`src/rtl/encoder_pkg.sv`:
```
// -----------------------------------------------------------------------------
// encoder_pkg
// Shared constants and types for the sequential 8-to-3 event encoder.
//   N_LINES : number of event lines (one-hot width)
//   IDX_W   : width of an encoded index
//   state_t : presentation FSM states
// -----------------------------------------------------------------------------
package encoder_pkg;

  localparam int N_LINES = 8;
  localparam int IDX_W   = 3;

  typedef enum logic [0:0] {
    S_IDLE    = 1'b0,
    S_PRESENT = 1'b1
  } state_t;

endpackage : encoder_pkg

```
`src/rtl/priority_encoder_8_to_3.sv`:
```
// -----------------------------------------------------------------------------
// priority_encoder_8_to_3
// Purely combinational circular priority encoder. Returns the first set bit
// of req found when scanning start, start+1, ... with natural 3-bit wrap.
// Ports:
//   req   [7:0] in  : candidate request lines
//   start [2:0] in  : index at which the search begins
//   idx   [2:0] out : selected index (only meaningful when found=1)
//   found       out : at least one request line is set
// -----------------------------------------------------------------------------
module priority_encoder_8_to_3
  import encoder_pkg::*;
(
  input  logic [N_LINES-1:0] req,
  input  logic [IDX_W-1:0]   start,
  output logic [IDX_W-1:0]   idx,
  output logic               found
);

  // w_rot[j] is the request at index (start + j) mod 8, so the circular search
  // reduces to a plain lowest-set-bit search on w_rot.
  logic [N_LINES-1:0] w_rot;

  genvar gi;
  generate
    for (gi = 0; gi < N_LINES; gi++) begin : g_rot
      logic [IDX_W-1:0] w_pos;
      assign w_pos      = start + IDX_W'(gi);
      assign w_rot[gi]  = req[w_pos];
    end
  endgenerate

  logic [IDX_W-1:0] w_offset;

  always_comb begin
    w_offset = '0;
    // Scan from the top down so the lowest set offset is the last one written.
    for (int j = N_LINES - 1; j >= 0; j--) begin
      if (w_rot[j]) begin
        w_offset = IDX_W'(j);
      end
    end
  end

  assign idx   = start + w_offset;
  assign found = |req;

endmodule : priority_encoder_8_to_3

```
`src/rtl/event_encoder_8_to_3.sv`:
```
// -----------------------------------------------------------------------------
// event_encoder_8_to_3
// Sequential 8-to-3 encoder. Multi-hot event lines are merged into a pending
// register; pending indices are presented one at a time on out/valid and
// retired on each valid&ready handshake. Arbitration is round-robin
// (ROUND_ROBIN=1) or fixed lowest-index-first (ROUND_ROBIN=0).
// Ports:
//   clk            in  : clock, rising edge
//   rst            in  : asynchronous active-high reset
//   ena            in  : capture enable for in
//   in       [7:0] in  : event lines, bit k requests index k
//   ready          in  : consumer accepts out this cycle
//   out      [2:0] out : presented index (valid only while valid=1)
//   valid          out : out holds a pending index
//   pending  [7:0] out : pending-request register
//   overflow       out : one-cycle pulse, a request hit an unserved pending bit
// All outputs are registered.
// -----------------------------------------------------------------------------
module event_encoder_8_to_3
  import encoder_pkg::*;
#(
  parameter int ROUND_ROBIN = 1
) (
  input  logic               clk,
  input  logic               rst,
  input  logic               ena,
  input  logic [N_LINES-1:0] in,
  input  logic               ready,
  output logic [IDX_W-1:0]   out,
  output logic               valid,
  output logic [N_LINES-1:0] pending,
  output logic               overflow
);

  // ---------------------------------------------------------------------------
  // State
  // ---------------------------------------------------------------------------
  state_t             r_state;
  logic [N_LINES-1:0] r_pending;
  logic [IDX_W-1:0]   r_ptr;
  logic [IDX_W-1:0]   r_out;
  logic               r_valid;
  logic               r_overflow;

  // ---------------------------------------------------------------------------
  // Combinational datapath
  // ---------------------------------------------------------------------------
  logic               w_transfer;
  logic [N_LINES-1:0] w_served;
  logic [N_LINES-1:0] w_avail;
  logic [N_LINES-1:0] w_capture;
  logic [IDX_W-1:0]   w_ptr_next;
  logic [IDX_W-1:0]   w_sel_idx;
  logic               w_sel_found;

  assign w_transfer = r_valid & ready;

  // One-hot of the index being retired this cycle (zero when no handshake).
  genvar gi;
  generate
    for (gi = 0; gi < N_LINES; gi++) begin : g_served
      assign w_served[gi] = w_transfer & (r_out == IDX_W'(gi));
    end
  endgenerate

  // Candidates for the next presentation exclude the index leaving now;
  // freshly captured lines only become eligible once they are registered.
  assign w_avail   = r_pending & ~w_served;
  assign w_capture = ena ? in : '0;

  // The next search starts just past the served index, so the back-to-back
  // choice already honours the rotated priority.
  assign w_ptr_next = ((ROUND_ROBIN != 0) && w_transfer) ? (r_out + IDX_W'(1)) : r_ptr;

  priority_encoder_8_to_3 u_prio (
    .req   (w_avail),
    .start (w_ptr_next),
    .idx   (w_sel_idx),
    .found (w_sel_found)
  );

  // ---------------------------------------------------------------------------
  // Registers and presentation FSM
  // ---------------------------------------------------------------------------
  always_ff @(posedge clk or posedge rst) begin
    if (rst) begin
      r_state    <= S_IDLE;
      r_pending  <= '0;
      r_ptr      <= '0;
      r_out      <= '0;
      r_valid    <= 1'b0;
      r_overflow <= 1'b0;
    end else begin
      // A line served and re-requested in the same cycle stays pending, so
      // only requests landing on a still-unserved bit count as overflow.
      r_pending  <= w_avail | w_capture;
      r_overflow <= |(w_capture & w_avail);
      r_ptr      <= w_ptr_next;

      case (r_state)
        S_IDLE: begin
          if (w_sel_found) begin
            r_out   <= w_sel_idx;
            r_valid <= 1'b1;
            r_state <= S_PRESENT;
          end
        end

        S_PRESENT: begin
          // Without a handshake out/valid hold, which keeps out stable under
          // backpressure.
          if (w_transfer) begin
            if (w_sel_found) begin
              r_out <= w_sel_idx;
            end else begin
              r_valid <= 1'b0;
              r_state <= S_IDLE;
            end
          end
        end

        default: begin
          r_valid <= 1'b0;
          r_state <= S_IDLE;
        end
      endcase
    end
  end

  assign out      = r_out;
  assign valid    = r_valid;
  assign pending  = r_pending;
  assign overflow = r_overflow;

endmodule : event_encoder_8_to_3

```
`config.mk`:
```
export PLATFORM = sky130hd
export DESIGN_NAME = event_encoder_8_to_3
export DESIGN_NICKNAME = d
export VERILOG_FILES = /design/src/rtl/encoder_pkg.sv /design/src/rtl/priority_encoder_8_to_3.sv /design/src/rtl/event_encoder_8_to_3.sv
export SDC_FILE = /design/constraint.sdc
export NUM_CORES = 1
export LEC_CHECK = 0
export BUFFER_PORTS_ARGS = -buffer_cell sky130_fd_sc_hd__buf_2
export CORE_MARGIN = 3
export CORE_UTILIZATION = 50
export DETAILED_ROUTE_END_ITERATION = 12
export HOLD_SLACK_MARGIN = 0.03
export PLACE_DENSITY = 0.7
export RECOVER_POWER = 100
export SLEW_MARGIN = 10
export SYNTH_ARGS = -nofsm -noshare
export SYNTH_HDL_FRONTEND = slang
export SYNTH_SLANG_ARGS = --single-unit
```
`constraint.sdc`:
```
create_clock -name clk -period 5.12 [get_ports clk]
set_clock_uncertainty 0.1 [all_clocks]
set_input_delay 0.256 -clock clk [delete_from_list [all_inputs] [get_ports clk]]
set_output_delay 0.256 -clock clk [all_outputs]
set_load 0.1 [all_outputs]
```
==> results of run 1 <==
-- worst max-delay path by stage --
stage,startpoint,endpoint,slack [ns],depth (start not counted)
2_1_floorplan,out[0],out[2],0.58,15
3_3_place_gp,valid,out[2],0.81,14
3_5_place_dp,valid,out[2],0.69,14
4_1_cts,valid,out[2],0.65,14
5_1_grt,valid,out[2],0.22,14
6_report,out[0],out[2],0.61,15
-- through the flow --
step                setup WS [ns]  instance area [µm²]  std cells
floorplan                  0.5788                 1483        160
global placement           0.8072                 1598        209
detailed placement         0.6871                 1598        209
CTS                        0.6484                 1635        214
global route               0.2233                 1610        214
finish                     0.6120                 1610        214
-- cells by family after synthesis --
family	synth area share, %
compound gates	13.76
xor+xnor	1.772
fa+ha+maj	8.102
buf+inv	5.570
flops	28.69
mux	20.08
simple gates	22.03
-- state kept, by name, summed over array words and instances, names as in the netlist --
register / cells
out: 3
overflow: 1
valid: 1
r_ptr: 3
pending: 8
r_state: 1
-- layout make-up --
| class | instances | area [µm²] | area share [%] |
|---|---|---|---|
| Sequential cell | 17 | 425.4 | 26.42 |
| Tap cell | 31 | 38.79 | 2.409 |
| Clock buffer | 3 | 22.52 | 1.399 |
| Inverter | 9 | 38.79 | 2.409 |
| Multi-Input combinational cell | 128 | 965.9 | 59.98 |
| Clock inverter | 1 | 5.005 | 0.3108 |
| Timing Repair Buffer | 25 | 113.9 | 7.071 |
-- worst max-delay path: stages (launching register included) --
cell      delay, ns
dfrtp_1        0.47
inv_1          0.09
ha_1           0.32
mux2i_1        0.56
inv_1          0.24
ha_1           0.44
mux4_2         0.55
o21bai_1       0.16
a31oi_1        0.10
ha_1           0.20
fa_1           0.38
xnor2_1        0.23
nand3_1        0.16
a31o_1         0.22
o211a_1        0.12
o211ai_1       0.07
-- repair_timing --
item                                    4_1_cts  5_1_grt
resized for setup                             0        0
endpoints found under the setup margin        0        0
hold endpoints to repair                     17        0
hold buffers                                  1        0
-- per-layer routing --
layer | vias up | GRT usage, % | wire (µm)
li1 | 640 | - | -
met1 | 642 | 28.42 | 1493
met5 | - | 0 | 0
met3 | 8 | 4.468 | 244
met4 | 0 | 6.502 | 59
met2 | 40 | 36.88 | 1669
-- cell usage in the layout, fill, tap and decap left out, drive strengths merged, types with 3 or more instances in the layout --
cell type,Yosys,layout
nand2b,3,3
xnor2,3,3
o211ai,5,5
nand4,7,7
nand2,30,30
ha,8,8
mux2i,8,8
inv,9,9
dfrtp,17,17
mux4,6,6
nand3,11,11
clkbuf,0,16
a22oi,4,4
mux2,7,7
buf,6,11
a21oi,4,4
nand4b,4,4
nor2,8,8
==> results.cfg, run 1 <==
[outcome]
status = completed

[synthesis]
synth.cell_area_um2 = 1483
synth_largest_area_cell = dfrtp_1
postSynth.asyncResetShare_pct = 100.0
synthTopCellsByCount = nand2_1, dfrtp_1, nand3_1
synth-edff-count = 0
yosysWarnings = 0
yosysMostFrequentCell = nand2_1
synthTopCellsByArea = dfrtp_1, mux4_2, nand2_1
syn_area_per_cell_um2 = 9.267
synth_top_cell_area_share_pct = 28.69
yosysSeqAreaShare_pct = 28.69
synth.distinct_cells = 40
syn_nets = 181
netlist_instances = 160
synth_top_flop_cell = dfrtp_1
ys_ff_latch = 17

[cts]
clock_latency_ns = 0.29
post_cts.repair.setup_buffers = 0
cts_max_level = 1
path_clk_slew_ns = 0.10
root_buffer = clkbuf_4
clk_path_buf_depth = 2
cts_inserted_buffers = 3
cts.sinks = 17
cts_tree = yes

[grt]
grt_max_degree = 18
antenna_found_initial = 0
first_global_vias = 1313
grt_use_total_pct = 21.86
gr-total-overflow = 0
grt_pass1_wl_mm = 6.009

[route]
post-route-drc-count = 0
via_count = 1330
drtIter0Drc = 66
first_pass_iters = 4
postRouteAntennaNets = 0
routed_wl_mm = 3.466
drt-vias-per-instance = 6.215
avgRoutedWirePerCell_um = 16.20

[worst_hold_path]
holdPathStages = 3
hold_path_class = input pin to flop
worstHoldStart = in[0]
min_to = pending[0]

[worst_setup_path]
r2r_start = out[0]
endpoint_kind = flop
path_max_fanout = 10
r2r-end = out[2]
rrSetupSlack_ns = 0.61
worstSetupPathType = flop to flop
worstPathArrival_ns = 4.63
cp-start-kind = flop
required_ns = 5.24
reg2reg_depth = 15

[timing]
fin_tns_setup_ns = 0
worstMarginPinSlew_ns = 1.170
fin_crit_sh_pct = 88.05
setup_viol = 0
drv_slew = 0
fin_hold_ws_ns = 0.08036
relSlewSlack_pct = 22.33
finalHoldViolCount = 0
fmax_mhz = 221.8
min_period_ns = 4.508
grt_setup_unrepaired = no

[final_layout]
nFillCells = 268
antenna_cells = 0
drive_gt1_share_pct = 13.11
fin_util_pct = 57.89
nNetsFinal = 205
area_delta_synth_final_pct = 8.607

[place]
port_buffers = 24
gp_congestion = 0.8347
hpwl_mm = 2.867

[flow_run]
drv_cap = 0

[die]
die_w_um = 60.46
ios = 25
rows = 19
start_util_pct = 53.31
die_h_um = 60.46
core_area_um2 = 2781
die_area_um2 = 3655
Power of run 1 is not shown: default switching activity piles up to over one toggle a cycle in this logic, so the estimate is an artifact.
==> inputs of run 2 (changes only) <==
--- a/config.mk
+++ b/config.mk
@@ -7,10 +7,11 @@
 export LEC_CHECK = 0
 export BUFFER_PORTS_ARGS = -buffer_cell sky130_fd_sc_hd__buf_2
 export CORE_MARGIN = 3
-export CORE_UTILIZATION = 50
+export CORE_UTILIZATION = 56
+export CTS_CLUSTER_DIAMETER = 150
 export DETAILED_ROUTE_END_ITERATION = 12
 export HOLD_SLACK_MARGIN = 0.03
-export PLACE_DENSITY = 0.7
+export PLACE_DENSITY = 0.78
 export RECOVER_POWER = 100
 export SLEW_MARGIN = 10
 export SYNTH_ARGS = -nofsm -noshare
==> run 2 against run 1 <==
Core utilization increased by 6.5 points; final area is essentially flat; worst hold slack better by 0.0017 ns; count of clock-buffer cells in the layout unchanged; routed wire length rose by 2.1%; non-clock buffer count unchanged; worst setup slack gained 0.022 ns; register-to-register slack better by 0.02 ns; global-route usage increased by 1.6 points; critical path depth fell by 1; cell count fell by 0.47%.
==> results.cfg, run 2 (same netlist as run 1, synthesis figures left out) <==
[worst_setup_path]
worstSetupPathType = flop to flop
rrSetupSlack_ns = 0.63
r2r-end = out[2]
path_max_fanout = 17
cp-start-kind = flop
r2r_start = valid
worstPathArrival_ns = 4.60
critical_path.endpoint = out[2]
reg2reg_depth = 14
crit_path_start = valid
required_ns = 5.24
endpoint_kind = flop

[cts]
post_cts.repair.setup_buffers = 0
root_buffer = clkbuf_4
cts_max_level = 1
ctsResizeCount = 0
path_clk_slew_ns = 0.10
clk_path_buf_depth = 2
clock_latency_ns = 0.29
cts_inserted_buffers = 3
cts_tree = yes
cts.sinks = 17
ctsHoldBuffers = 1

[worst_hold_path]
hold_path_class = input pin to flop
worstHoldStart = in[5]

[route]
post-route-drc-count = 0
avgRoutedWirePerCell_um = 16.62
via_count = 1323
routed_wl_mm = 3.540
drtIter0Drc = 71
first_pass_iters = 4
drt-vias-per-instance = 6.211
postRouteAntennaNets = 0

[grt]
grt_pass1_wl_mm = 6.016
first_global_vias = 1285
antenna_found_initial = 0
gr-total-overflow = 0
grt_use_total_pct = 23.44
grt_max_degree = 18

[die]
core_area_um2 = 2500
ios = 25
start_util_pct = 59.31
die_w_um = 57.46
die_h_um = 57.46
rows = 18
die_area_um2 = 3301

[final_layout]
final_cell_mix = nand2_1, dfrtp_1, clkbuf_1
largest_reg_flops = 8
instances_no_fill = 213
area_delta_synth_final_pct = 8.523
finalInstanceArea_um2 = 1609
final_common_cell = nand2_1
drive_gt1_share_pct = 13.11
nNetsFinal = 205
antenna_cells = 0
nFillCells = 225

[outcome]
status = completed

[timing]
drv_slew = 0
min_period_ns = 4.486
fin_crit_sh_pct = 87.62
relSlewSlack_pct = 22.69
fin_tns_setup_ns = 0
finalHoldViolCount = 0
worstMarginPinSlew_ns = 1.165
setup_viol = 0
grt_setup_unrepaired = no
fmax_mhz = 222.9

[flow_run]
drv_cap = 0

[place]
gp_congestion = 0.8549
dp.cells = 208
hpwl_mm = 2.856
dpl-instance-area_um2 = 1597
port_buffers = 24
[run 2: area by class of cell]
class                      count  area, µm²  area share (%)
multi-input combinational    128      965.9           60.03
sequential                    17      425.4           26.44
timing repair buffer          25      113.9           7.076
inverter                       9      38.79           2.411
tap                           30      37.54           2.333
clock buffer                   3      22.52           1.400
clock inverter                 1      5.005          0.3110
[run 2: worst max-delay path, stage by stage (launching register included)]
cell      delay (ns)
dfrtp_1         0.65
and3_1          0.28
or2_1           0.54
inv_1           0.21
ha_1            0.43
mux4_2          0.54
o21bai_1        0.18
a31oi_1         0.11
ha_1            0.20
fa_1            0.38
xnor2_1         0.22
nand3_1         0.16
a31o_1          0.22
o211a_1         0.12
o211ai_1        0.07
[run 2: per-stage QoR]
stage,util [%],setup slack [ns],hold slack (ns)
floorplan,-,0.5788,0.08207
global placement,63.86,0.8276,0.2589
detailed placement,63.86,0.6845,0.2730
CTS,65.37,0.6477,0.08509
global route,64.36,0.2103,0.08423
finish,64.36,0.6338,0.08206
[run 2: routing by layer]
metal	track usage, %	vias up	wire (µm)
met1	30.80	644	1582
met5	0	-	0
met2	39.03	43	1706
li1	-	634	-
met3	4.977	2	221
met4	6.291	0	30
[run 2: worst min path at each step]
stage | end | slack [ns] | depth (start not counted)
after floorplan | out[0] | 0.08 | 1
after global placement | valid | 0.26 | 2
after detailed placement | pending[1] | 0.27 | 2
after CTS | pending[3] | 0.09 | 3
after global routing | pending[6] | 0.08 | 3
final | pending[5] | 0.08 | 3
Power of run 2 is left out for the same reason.
==> inputs of run 3 (changes only) <==
--- a/config.mk
+++ b/config.mk
@@ -5,13 +5,13 @@
 export SDC_FILE = /design/constraint.sdc
 export NUM_CORES = 1
 export LEC_CHECK = 0
-export BUFFER_PORTS_ARGS = -buffer_cell sky130_fd_sc_hd__buf_2
 export CORE_MARGIN = 3
-export CORE_UTILIZATION = 56
+export CORE_UTILIZATION = 60
 export CTS_CLUSTER_DIAMETER = 150
 export DETAILED_ROUTE_END_ITERATION = 12
+export DONT_BUFFER_PORTS = 1
 export HOLD_SLACK_MARGIN = 0.03
-export PLACE_DENSITY = 0.78
+export PLACE_DENSITY = 0.74
 export RECOVER_POWER = 100
 export SLEW_MARGIN = 10
 export SYNTH_ARGS = -nofsm -noshare
==> run 3 against run 2 <==
Register-to-register slack improved by 0.05 ns; largest cell class unchanged; sequential share of layout area decreased by 0.68 points; final area increased by 2.6%.
==> results.cfg, run 3 (same netlist as run 1, synthesis figures left out) <==
[outcome]
status = completed

[worst_setup_path]
reg2reg_depth = 15
crit_family = adder cells
crit_top_cell = ha_1
rrSetupSlack_ns = 0.69
max_stage_delay_ns = 0.61
crit_buf_inv = 2
r2r-end = out[2]
crit_slowest_cell = mux2i_1
endpoint_kind = flop
required_ns = 5.25
cp-start-kind = flop
r2r_start = out[0]
path_max_fanout = 10
worstSetupPathType = flop to flop
crit_path_start = out[0]
path_cells = inv_1 -> ha_1 -> mux2i_1 -> inv_1 -> ha_1 -> mux4_2 -> o21bai_1 -> a31oi_1 -> ha_1 -> fa_1 -> xnor2_1 -> nand3_1 -> a31o_1 -> o211a_1 -> o211ai_1
worstPathArrival_ns = 4.57

[cts]
cts_tree = yes
clk_path_buf_depth = 2
root_buffer = clkbuf_4
cts_max_level = 1
post_cts.repair.setup_buffers = 0
path_clk_slew_ns = 0.11
cts_inserted_buffers = 3
clock_latency_ns = 0.30
cts.sinks = 17

[grt]
grt_max_degree = 18
grt_pass1_wl_mm = 6.658
first_global_vias = 1391
antenna_found_initial = 0
grt_use_total_pct = 26.84
gr-total-overflow = 0

[die]
ios = 25
die_w_um = 55.71
rows = 17
die_area_um2 = 3104
die_h_um = 55.71
start_util_pct = 65.15
core_area_um2 = 2276

[timing]
fin_tns_setup_ns = 0
finalHoldViolCount = 0
min_period_ns = 4.432
drv_slew = 0
setup_viol = 0
relSlewSlack_pct = 12.97
fin_crit_sh_pct = 86.57
worstMarginPinSlew_ns = 1.305
grt_setup_unrepaired = no
fmax_mhz = 225.6

[final_layout]
final_common_cell = nand2_1
antenna_cells = 0
final_cell_mix = nand2_1, dfrtp_1, nand3_1
drive_gt1_share_pct = 8.889
largest_reg_flops = 8
area_delta_synth_final_pct = 11.39
nFillCells = 178
nNetsFinal = 202

[route]
first_pass_iters = 4
avgRoutedWirePerCell_um = 18.30
drt-vias-per-instance = 6.457
routed_wl_mm = 3.806
postRouteAntennaNets = 0
post-route-drc-count = 0
drtIter0Drc = 81
via_count = 1343

[worst_hold_path]
hold_path_class = input pin to flop
min_to = valid
worstHoldStart = ready
holdPathStages = 3

[flow_run]
drv_cap = 0

[place]
hpwl_mm = 2.875
port_buffers = 0
gp_congestion = 0.8808
## run 3: worst reg2reg max path, delay by kind of cell (launching register included)
family / cells / cell delay, ns
AOI/OAI and AO/OA: 5 / 0.66
xor gates and xnor gates: 1 / 0.21
adders and majority gates: 4 / 1.32
buffers and inverters: 2 / 0.34
DFF: 1 / 0.42
muxes: 2 / 1.16
and+or+nand+nor: 1 / 0.14
## run 3: per-layer routing
metal / part of all wire (%) / global-route usage [%]
met5: 0 / 0
met4: 1.3 / 6.597
met1: 41 / 33.19
met2: 50 / 46.45
met3: 7.7 / 6.961
## run 3: area by class of cell
type                            instances  area, µm²  share of cell area, %
Sequential cell                        17      425.4                  25.76
Tap cell                               28      35.03                  2.121
Inverter                                9      38.79                  2.348
Multi-Input combinational cell        128      965.9                  58.48
Timing Repair Buffer                   22      160.2                  9.697
Clock buffer                            4      26.28                  1.591
## run 3: worst max-delay path by stage
stage	slack, ns	cells after the start	to
final	0.69	15	out[2]
after global routing	0.26	15	out[2]
after global placement	0.90	17	out[2]
after floorplan	0.58	15	out[2]
after CTS	0.74	17	out[2]
after detailed placement	0.77	17	out[2]
## run 3: stage by stage
step	cells	util [%]	instance area [µm²]	worst slack [ns]	hold slack, ns
floorplan	160	-	1483	0.5788	0.08207
global placement	194	68.72	1564	0.8953	0.1637
detailed placement	194	68.72	1564	0.7664	0.1724
CTS	208	74.27	1690	0.7350	0.1344
global route	208	72.57	1652	0.2635	0.1385
finish	208	72.57	1652	0.6877	0.1262
## run 3: what timing repair did
action,in CTS,in global routing
hold buffers,10,0
gates resized for setup,0,0
endpoints found under the hold margin,26,0
Power of run 3 is left out for the same reason.
